### config.mk
export PLATFORM = sky130hd
export DESIGN_NAME = prompt_scheduler
export DESIGN_NICKNAME = d
export VERILOG_FILES = /design/src/rtl/prompt_scheduler_pkg.sv /design/src/rtl/prompt_scheduler_frame_tick.sv /design/src/rtl/prompt_scheduler.sv
export SDC_FILE = /design/constraint.sdc
export NUM_CORES = 1
export LEC_CHECK = 0
export ABC_AREA = 1
export CAP_MARGIN = 20
export CORE_UTILIZATION = 55
export CTS_BUF_LIST = sky130_fd_sc_hd__clkbuf_2 sky130_fd_sc_hd__clkbuf_4 sky130_fd_sc_hd__clkbuf_8
export DETAILED_ROUTE_END_ITERATION = 12
export PLACE_DENSITY = 0.8
export RECOVER_POWER = 50
export SLEW_MARGIN = 20
export SYNTH_ARGS = -nofsm -noshare
export SYNTH_HDL_FRONTEND = slang
export SYNTH_SLANG_ARGS = --single-unit
### constraint.sdc
create_clock -name clk -period 3.8 [get_ports clk]
set_input_delay 0.38 -clock clk [delete_from_list [all_inputs] [get_ports clk]]
set_output_delay 0.38 -clock clk [all_outputs]
set_load 0.005 [all_outputs]
### src/rtl/prompt_scheduler_pkg.sv
// Shared constants for the prompt overlay scheduler: layer indices, FSM encoding,
// default timing values and small one-hot / group-enable helpers.
package prompt_scheduler_pkg;

    localparam int NUM_REQ          = 6;
    localparam int IDX_W            = 3;
    localparam int MIN_FRAMES_DEF   = 30;
    localparam int BLINK_FRAMES_DEF = 16;
    localparam logic [9:0] V_EDGE_DEF = 10'd480;

    localparam int PR_Q1 = 0;
    localparam int PR_Q2 = 1;
    localparam int PR_Q3 = 2;
    localparam int PR_G1 = 3;
    localparam int PR_G2 = 4;
    localparam int PR_G3 = 5;

    typedef enum logic [1:0] {
        ST_IDLE    = 2'd0,
        ST_PENDING = 2'd1,
        ST_SHOW    = 2'd2,
        ST_SWITCH  = 2'd3
    } state_t;

    function automatic logic [NUM_REQ-1:0] idx_to_onehot(input logic [IDX_W-1:0] idx);
        idx_to_onehot = {{(NUM_REQ-1){1'b0}}, 1'b1} << idx;
    endfunction

    function automatic logic quiz_of(input logic [NUM_REQ-1:0] oh);
        quiz_of = |oh[PR_Q3:PR_Q1];
    endfunction

    function automatic logic game_of(input logic [NUM_REQ-1:0] oh);
        game_of = |oh[PR_G3:PR_G1];
    endfunction

endpackage

### src/rtl/prompt_scheduler_frame_tick.sv
// Frame boundary detector: one-clk pulse when vCount enters V_EDGE, however long
// vCount then holds that value.
module prompt_scheduler_frame_tick
    import prompt_scheduler_pkg::*;
#(
    parameter logic [9:0] V_EDGE = V_EDGE_DEF
)(
    input  logic       i_clk,
    input  logic       i_rst_n,
    input  logic [9:0] i_vcount,
    output logic       o_frame_tick
);

    logic [9:0] r_vcount_hist;

    // vCount history for edge detection
    always_ff @(posedge i_clk or negedge i_rst_n) begin
        if (!i_rst_n) begin
            r_vcount_hist <= 10'd0;
        end else begin
            r_vcount_hist <= i_vcount;
        end
    end

    assign o_frame_tick = (r_vcount_hist != V_EDGE) && (i_vcount == V_EDGE);

endmodule

### src/rtl/prompt_scheduler.sv
// Prompt overlay scheduler: fixed-priority arbitration of six prompt layers with
// frame-aligned switching and a minimum on-screen time. Optional blink: PROMPT_BLINK_EN.
module prompt_scheduler
    import prompt_scheduler_pkg::*;
#(
    parameter int         MIN_FRAMES = MIN_FRAMES_DEF,
    parameter logic [9:0] V_EDGE     = V_EDGE_DEF
)(
    input  logic               clk,
    input  logic               rst_n,
    input  logic [9:0]         vCount,
    input  logic [NUM_REQ-1:0] req,
    output logic [NUM_REQ-1:0] layer_en,
    output logic               quiz_en,
    output logic               game_en,
    output logic               shown,
    output logic               busy
);

    localparam int CNT_W = $clog2(MIN_FRAMES + 1);

    state_t             r_state;
    logic [IDX_W-1:0]   r_nxt;
    logic [IDX_W-1:0]   r_cur;
    logic [CNT_W-1:0]   r_cnt;
    logic [NUM_REQ-1:0] r_layer_en;
    logic               r_quiz_en;
    logic               r_game_en;
    logic               r_shown;
    logic               r_busy;

    logic               w_frame_tick;
    logic               w_any;
    logic [IDX_W-1:0]   w_win;
    logic [IDX_W-1:0]   w_sel;
    logic [IDX_W-1:0]   w_load_idx;
    logic [NUM_REQ-1:0] w_load_oh;
    logic               w_release;

    prompt_scheduler_frame_tick #(.V_EDGE(V_EDGE)) u_tick (
        .i_clk        (clk),
        .i_rst_n      (rst_n),
        .i_vcount     (vCount),
        .o_frame_tick (w_frame_tick)
    );

    // Fixed-priority winner (lowest index) and the layer to load on a frame tick
    always_comb begin
        w_any = |req;
        w_win = {IDX_W{1'b0}};
        for (int i = NUM_REQ - 1; i >= 0; i--) begin
            w_win = req[i] ? IDX_W'(i) : w_win;
        end
        w_sel      = req[r_nxt] ? r_nxt : w_win;
        w_load_idx = (r_state == ST_PENDING) ? w_sel : w_win;
        w_load_oh  = idx_to_onehot(w_load_idx);
        w_release  = (r_cnt == CNT_W'(MIN_FRAMES)) && (!req[r_cur] || (w_win != r_cur));
    end

`ifdef PROMPT_BLINK_EN
    localparam int BW = ($clog2(BLINK_FRAMES_DEF) > 0) ? $clog2(BLINK_FRAMES_DEF) : 1;
    logic [BW-1:0]      r_blink_cnt;
    logic               r_blink_on;
    logic [NUM_REQ-1:0] w_cur_oh;
    assign w_cur_oh = idx_to_onehot(r_cur);
`endif

    // Scheduler FSM with registered enables and status
    always_ff @(posedge clk or negedge rst_n) begin
        if (!rst_n) begin
            r_state    <= ST_IDLE;
            r_nxt      <= {IDX_W{1'b0}};
            r_cur      <= {IDX_W{1'b0}};
            r_cnt      <= {CNT_W{1'b0}};
            r_layer_en <= {NUM_REQ{1'b0}};
            r_quiz_en  <= 1'b0;
            r_game_en  <= 1'b0;
            r_shown    <= 1'b0;
            r_busy     <= 1'b0;
`ifdef PROMPT_BLINK_EN
            r_blink_cnt <= {BW{1'b0}};
            r_blink_on  <= 1'b1;
`endif
        end else begin
            r_shown <= 1'b0;
            case (r_state)
                ST_IDLE: begin
                    if (w_any) begin
                        r_nxt   <= w_win;
                        r_state <= ST_PENDING;
                        r_busy  <= 1'b1;
                    end
                end
                ST_PENDING: begin
                    if (!req[r_nxt] && !w_any) begin
                        r_state <= ST_IDLE;
                        r_busy  <= 1'b0;
                    end else if (w_frame_tick) begin
                        r_cur      <= w_load_idx;
                        r_layer_en <= w_load_oh;
                        r_quiz_en  <= quiz_of(w_load_oh);
                        r_game_en  <= game_of(w_load_oh);
                        r_cnt      <= {CNT_W{1'b0}};
                        r_shown    <= 1'b1;
                        r_state    <= ST_SHOW;
                        r_busy     <= 1'b0;
                    end else begin
                        r_nxt <= w_sel;
                    end
                end
                ST_SHOW: begin
                    if (w_frame_tick && (r_cnt != CNT_W'(MIN_FRAMES))) begin
                        r_cnt <= r_cnt + CNT_W'(1);
                    end
`ifdef PROMPT_BLINK_EN
                    if (w_frame_tick) begin
                        if (r_blink_cnt == BW'(BLINK_FRAMES_DEF - 1)) begin
                            r_blink_cnt <= {BW{1'b0}};
                            r_blink_on  <= !r_blink_on;
                            r_layer_en  <= r_blink_on ? {NUM_REQ{1'b0}} : w_cur_oh;
                            r_quiz_en   <= r_blink_on ? 1'b0 : quiz_of(w_cur_oh);
                            r_game_en   <= r_blink_on ? 1'b0 : game_of(w_cur_oh);
                        end else begin
                            r_blink_cnt <= r_blink_cnt + BW'(1);
                        end
                    end
`endif
                    if (w_release) begin
                        r_state <= ST_SWITCH;
                        r_busy  <= 1'b1;
`ifdef PROMPT_BLINK_EN
                        // Leave SHOW in the on phase so the outgoing layer stays visible
                        r_layer_en <= w_cur_oh;
                        r_quiz_en  <= quiz_of(w_cur_oh);
                        r_game_en  <= game_of(w_cur_oh);
`endif
                    end
                end
                ST_SWITCH: begin
                    if (w_frame_tick) begin
                        if (w_any) begin
                            r_cur      <= w_load_idx;
                            r_layer_en <= w_load_oh;
                            r_quiz_en  <= quiz_of(w_load_oh);
                            r_game_en  <= game_of(w_load_oh);
                            r_cnt      <= {CNT_W{1'b0}};
                            r_shown    <= 1'b1;
                            r_state    <= ST_SHOW;
                        end else begin
                            r_layer_en <= {NUM_REQ{1'b0}};
                            r_quiz_en  <= 1'b0;
                            r_game_en  <= 1'b0;
                            r_state    <= ST_IDLE;
                        end
                        r_busy <= 1'b0;
                    end
                end
                default: begin
                    r_state    <= ST_IDLE;
                    r_layer_en <= {NUM_REQ{1'b0}};
                    r_quiz_en  <= 1'b0;
                    r_game_en  <= 1'b0;
                    r_busy     <= 1'b0;
                end
            endcase
`ifdef PROMPT_BLINK_EN
            if (r_state != ST_SHOW) begin
                r_blink_cnt <= {BW{1'b0}};
                r_blink_on  <= 1'b1;
            end
`endif
        end
    end

    assign layer_en = r_layer_en;
    assign quiz_en  = r_quiz_en;
    assign game_en  = r_game_en;
    assign shown    = r_shown;
    assign busy     = r_busy;

endmodule

==> run_results.csv <==
group,metric,value,unit
routing,drtIter0Drc,92,
power_and_ir_drop,power_density,379,nW/um2
logic_synthesis,synth_seq_cells,33,
placed_design,io_buffers,27,
critical_path,slowest_delay,1.20,ns
cts,hold_buffers,0,
finish,fin_nets,294,
logic_synthesis,synth_cell_types,30,
cts,cts.sinks,33,
cts,cts_root_buf,"clkbuf_4",
critical_path,cp.depth,2,
placed_design,gp_congestion,0.884,
cts,h-tree-depth,2,
routing,drc_errors,0,
logic_synthesis,yosys_warnings,0,
global_routing,grt_pass1_vias,1377,
routing,vias,1538,
power_and_ir_drop,seqPwrFrac,48.8,%
timing,tns,0,ns
timing,finalWorstSetupSlack,1.82,ns
power_and_ir_drop,switching_power,0.282,mW
logic_synthesis,yosys-mux-area-fraction,0,%
die,rows,20,
finish,area_growth,20.5,%
logic_synthesis,synthCells,240,
critical_path,crit_chain,"dlygate4sd3_1 > clkbuf_1",
logic_synthesis,yosysSeqAreaShare,44.9,%
cts,cts-buffers-inserted,5,
global_routing,grt-ovfl-total,0,
power_and_ir_drop,peakVddDrop,201,uV
logic_synthesis,synthesis.area,1840,um2
timing,report.final.slew_viol_count,34,
placed_design,pre_cts_ws,1.79,ns
logic_synthesis,syn_avg_cell_area,7.66,um2
timing,skew,0.0167,ns
timing,fin_hold_ws,0.489,ns
die,start_util,59.3,%
critical_path,reg2reg_depth,8,
cts,cts_tree,"built",
global_routing,grt_first_pass_wirelength,5750,um
cts,path_clk_slew,0.08,ns
critical_path,crit_family,"buffers and inverters",
critical_path,endpoint,"u_tick.r_vcount_hist[6]",
power_and_ir_drop,p_int,0.558,mW
timing,setup_viol,0,
cts,post_cts_resized,0,
critical_path,start_kind,"input pin",
finish,seq_area,826,um2
critical_path,reg2reg_slack,2.24,ns
power_and_ir_drop,leakage,1.13,nW
logic_synthesis,syn_nets,260,
routing,first_pass_iters,4,
routing,wl,3420,um
status,violations,"max-capacitance violations, max-slew violations",
routing,wl_per_cell,10.8,um
timing,grt_setup_unrepaired,"no",
power_and_ir_drop,pwr-share-clk,24.4,%
critical_path,required,3.93,ns
logic_synthesis,synth_compound_area_share,7.41,%
critical_path,crit_buf_inv,2,
die,dieArea,3580,um2
finish,layout-drive-gt1-share,11.7,%
global_routing,grt_max_degree,34,
die,die_w,59.8,um
die,io_pins,28,
logic_synthesis,synth_top_family_by_area,"simple AND/OR/NAND/NOR gates",
routing,avgViaCountPerCell,4.84,
critical_path,crit_type,"in2async",
global_routing,antenna_found_initial,0,
routing,final_antenna_net_count,0,
critical_path,cp.arrival,2.11,ns
logic_synthesis,synth-simple-area-share,37.1,%
die,die_y,59.8,um
timing,finalHoldViolCount,0,
cts,cts_buffer_depth,2,
critical_path,crit_start,"rst_n",
critical_path,cpMaxStageDelayCell,"clkbuf_1",
finish,n_fill_cell,286,
logic_synthesis,synthXorXnorAreaFrac,1.43,%
cts,cts_setup_buffers,0,
critical_path,end_kind,"async pin",
critical_path,worstReg2RegStart,"r_state[0]",
timing,period_share,52.0,%
critical_path,worstPathMaxFanout,33,
cts,clock_latency,0.34,ns
logic_synthesis,synthAdderAreaFrac,1.36,%
power_and_ir_drop,comb_power_share,26.7,%
critical_path,timing.rr.end,"layer_en[1]",
power_and_ir_drop,p_sw_share,33.6,%
timing,worst_slew_pin_slew,1.67,ns
flow_run,maxCapViolCount,1,
finish,antenna_cells,0,
timing,relSlewSlack,-11.6,%
finish,multi_input_area,871,um2
placed_design,place_hpwl,2650,um
global_routing,globalRouteTotalUtil,22.2,%
die,core,3100,um2
status,status,"finished, violations left",
worst_hold_path,hp-class,"reg2reg",
timing,timing.fmax,0.506,GHz
timing,period_needed,1.98,ns
==> stage by stage <==
step / utilization, % / total power [mW] / area [um2] / cells
after floorplan: - / 0.570 / 1840 / 240
after global placement: 69.6 / 0.642 / 2160 / 311
after detailed placement: 69.6 / 0.645 / 2160 / 311
after CTS: 71.5 / 0.850 / 2220 / 318
after global routing: 71.4 / 0.893 / 2220 / 318
final: 71.4 / 0.840 / 2220 / 318
==> cells by family (layout without fill, tap and decap cells) <==
logic type / Yosys count / in the layout
buffers and inverters: 36 / 70
flip-flops: 33 / 33
adder cells (fa/ha/maj): 2 / 2
AO/OA/AOI/OAI: 23 / 23
XOR/XNOR: 3 / 3
AND/OR/NAND/NOR: 143 / 143
==> how the worst min path moves through the flow <==
stage | startpoint | to | slack [ns] | depth (start not counted)
after floorplan | rst_n | busy | 0.08 | 0
after global placement | layer_en[0] | layer_en[0] | 0.47 | 2
after detailed placement | quiz_en | quiz_en | 0.47 | 2
after CTS | rst_n | layer_en[4] | 0.44 | 2
after global routing | quiz_en | quiz_en | 0.51 | 2
final | quiz_en | quiz_en | 0.49 | 2
==> cells in the mapped netlist, drive strengths merged <==
library cell,instances,area (um2)
nand4,5,37.5
buf,1,11.3
o211ai,1,12.5
nor2,25,133
nor3,1,5.00
nand3,25,143
xnor2,1,8.76
xor2,2,17.5
or2,3,18.8
o21bai,1,7.51
dfrtp,33,826
o21ai,13,72.6
inv,35,131
nand3b,1,7.51
a21oi,8,43.8
ha,2,25.0
nand2,83,339
==> sequential cells by signal (all words and copies together) (netlist names) <==
name and cells:
u_tick.r_vcount_hist 10, layer_en 6, r_cnt 5, r_cur 3
r_nxt 3, r_state 2, busy 1, game_en 1
quiz_en 1, shown 1
==> cell type report <==
cell class / instances / share of cell area [%]
clock buffers: 7 / 2.65
inverters: 35 / 5.93
multi-input cells: 171 / 39.3
flip-flops and latches: 33 / 37.3
well taps: 44 / 2.48
repair buffers: 28 / 12.4
==> metal layers <==
layer | wire, um | part of all wire (%) | track usage [%]
met1 | 1680 | 49 | 28.5
met2 | 1550 | 45 | 36.7
met3 | 150 | 4.4 | 5.84
met4 | 47 | 1.4 | 6.98
met5 | 0 | 0 | 0
==> layout by cell type (no fill, tap or decap) <==
cell	Yosys	layout
clkdlybuf4s50_1	0	16
nand4_2	1	1
ha_1	2	2
o211ai_2	1	1
nand4_1	4	4
nand2_2	5	5
nand3_1	23	23
o21ai_2	2	2
nor2_2	3	3
nor2_4	2	2
nand2_1	76	76
nand3_2	1	1
xnor2_1	1	1
nand2_4	2	2
or2_1	2	2
nor3_1	1	1
nor2_1	19	19
o21ai_1	8	8
clkbuf_8	0	1
nor2_8	1	1
nand3b_1	1	1
a21oi_1	7	7
clkbuf_1	0	1
clkbuf_4	0	6
o21bai_1	1	1
o21ai_0	3	3
nand3_4	1	1
inv_1	30	30
inv_2	5	5
a21oi_2	1	1
xor2_1	2	2
or2_0	1	1
dlygate4sd3_1	0	11
dfrtp_1	33	33
==> power groups by stage <==
stage	Sequential, mW	Combinational (mW)	Clock, mW
finish	0.410	0.225	0.205
global route	0.415	0.251	0.227
CTS	0.410	0.229	0.211
detailed placement	0.417	0.228	0
global placement	0.416	0.226	0
floorplan	0.410	0.161	0
Power figures use the tool's default switching activity.
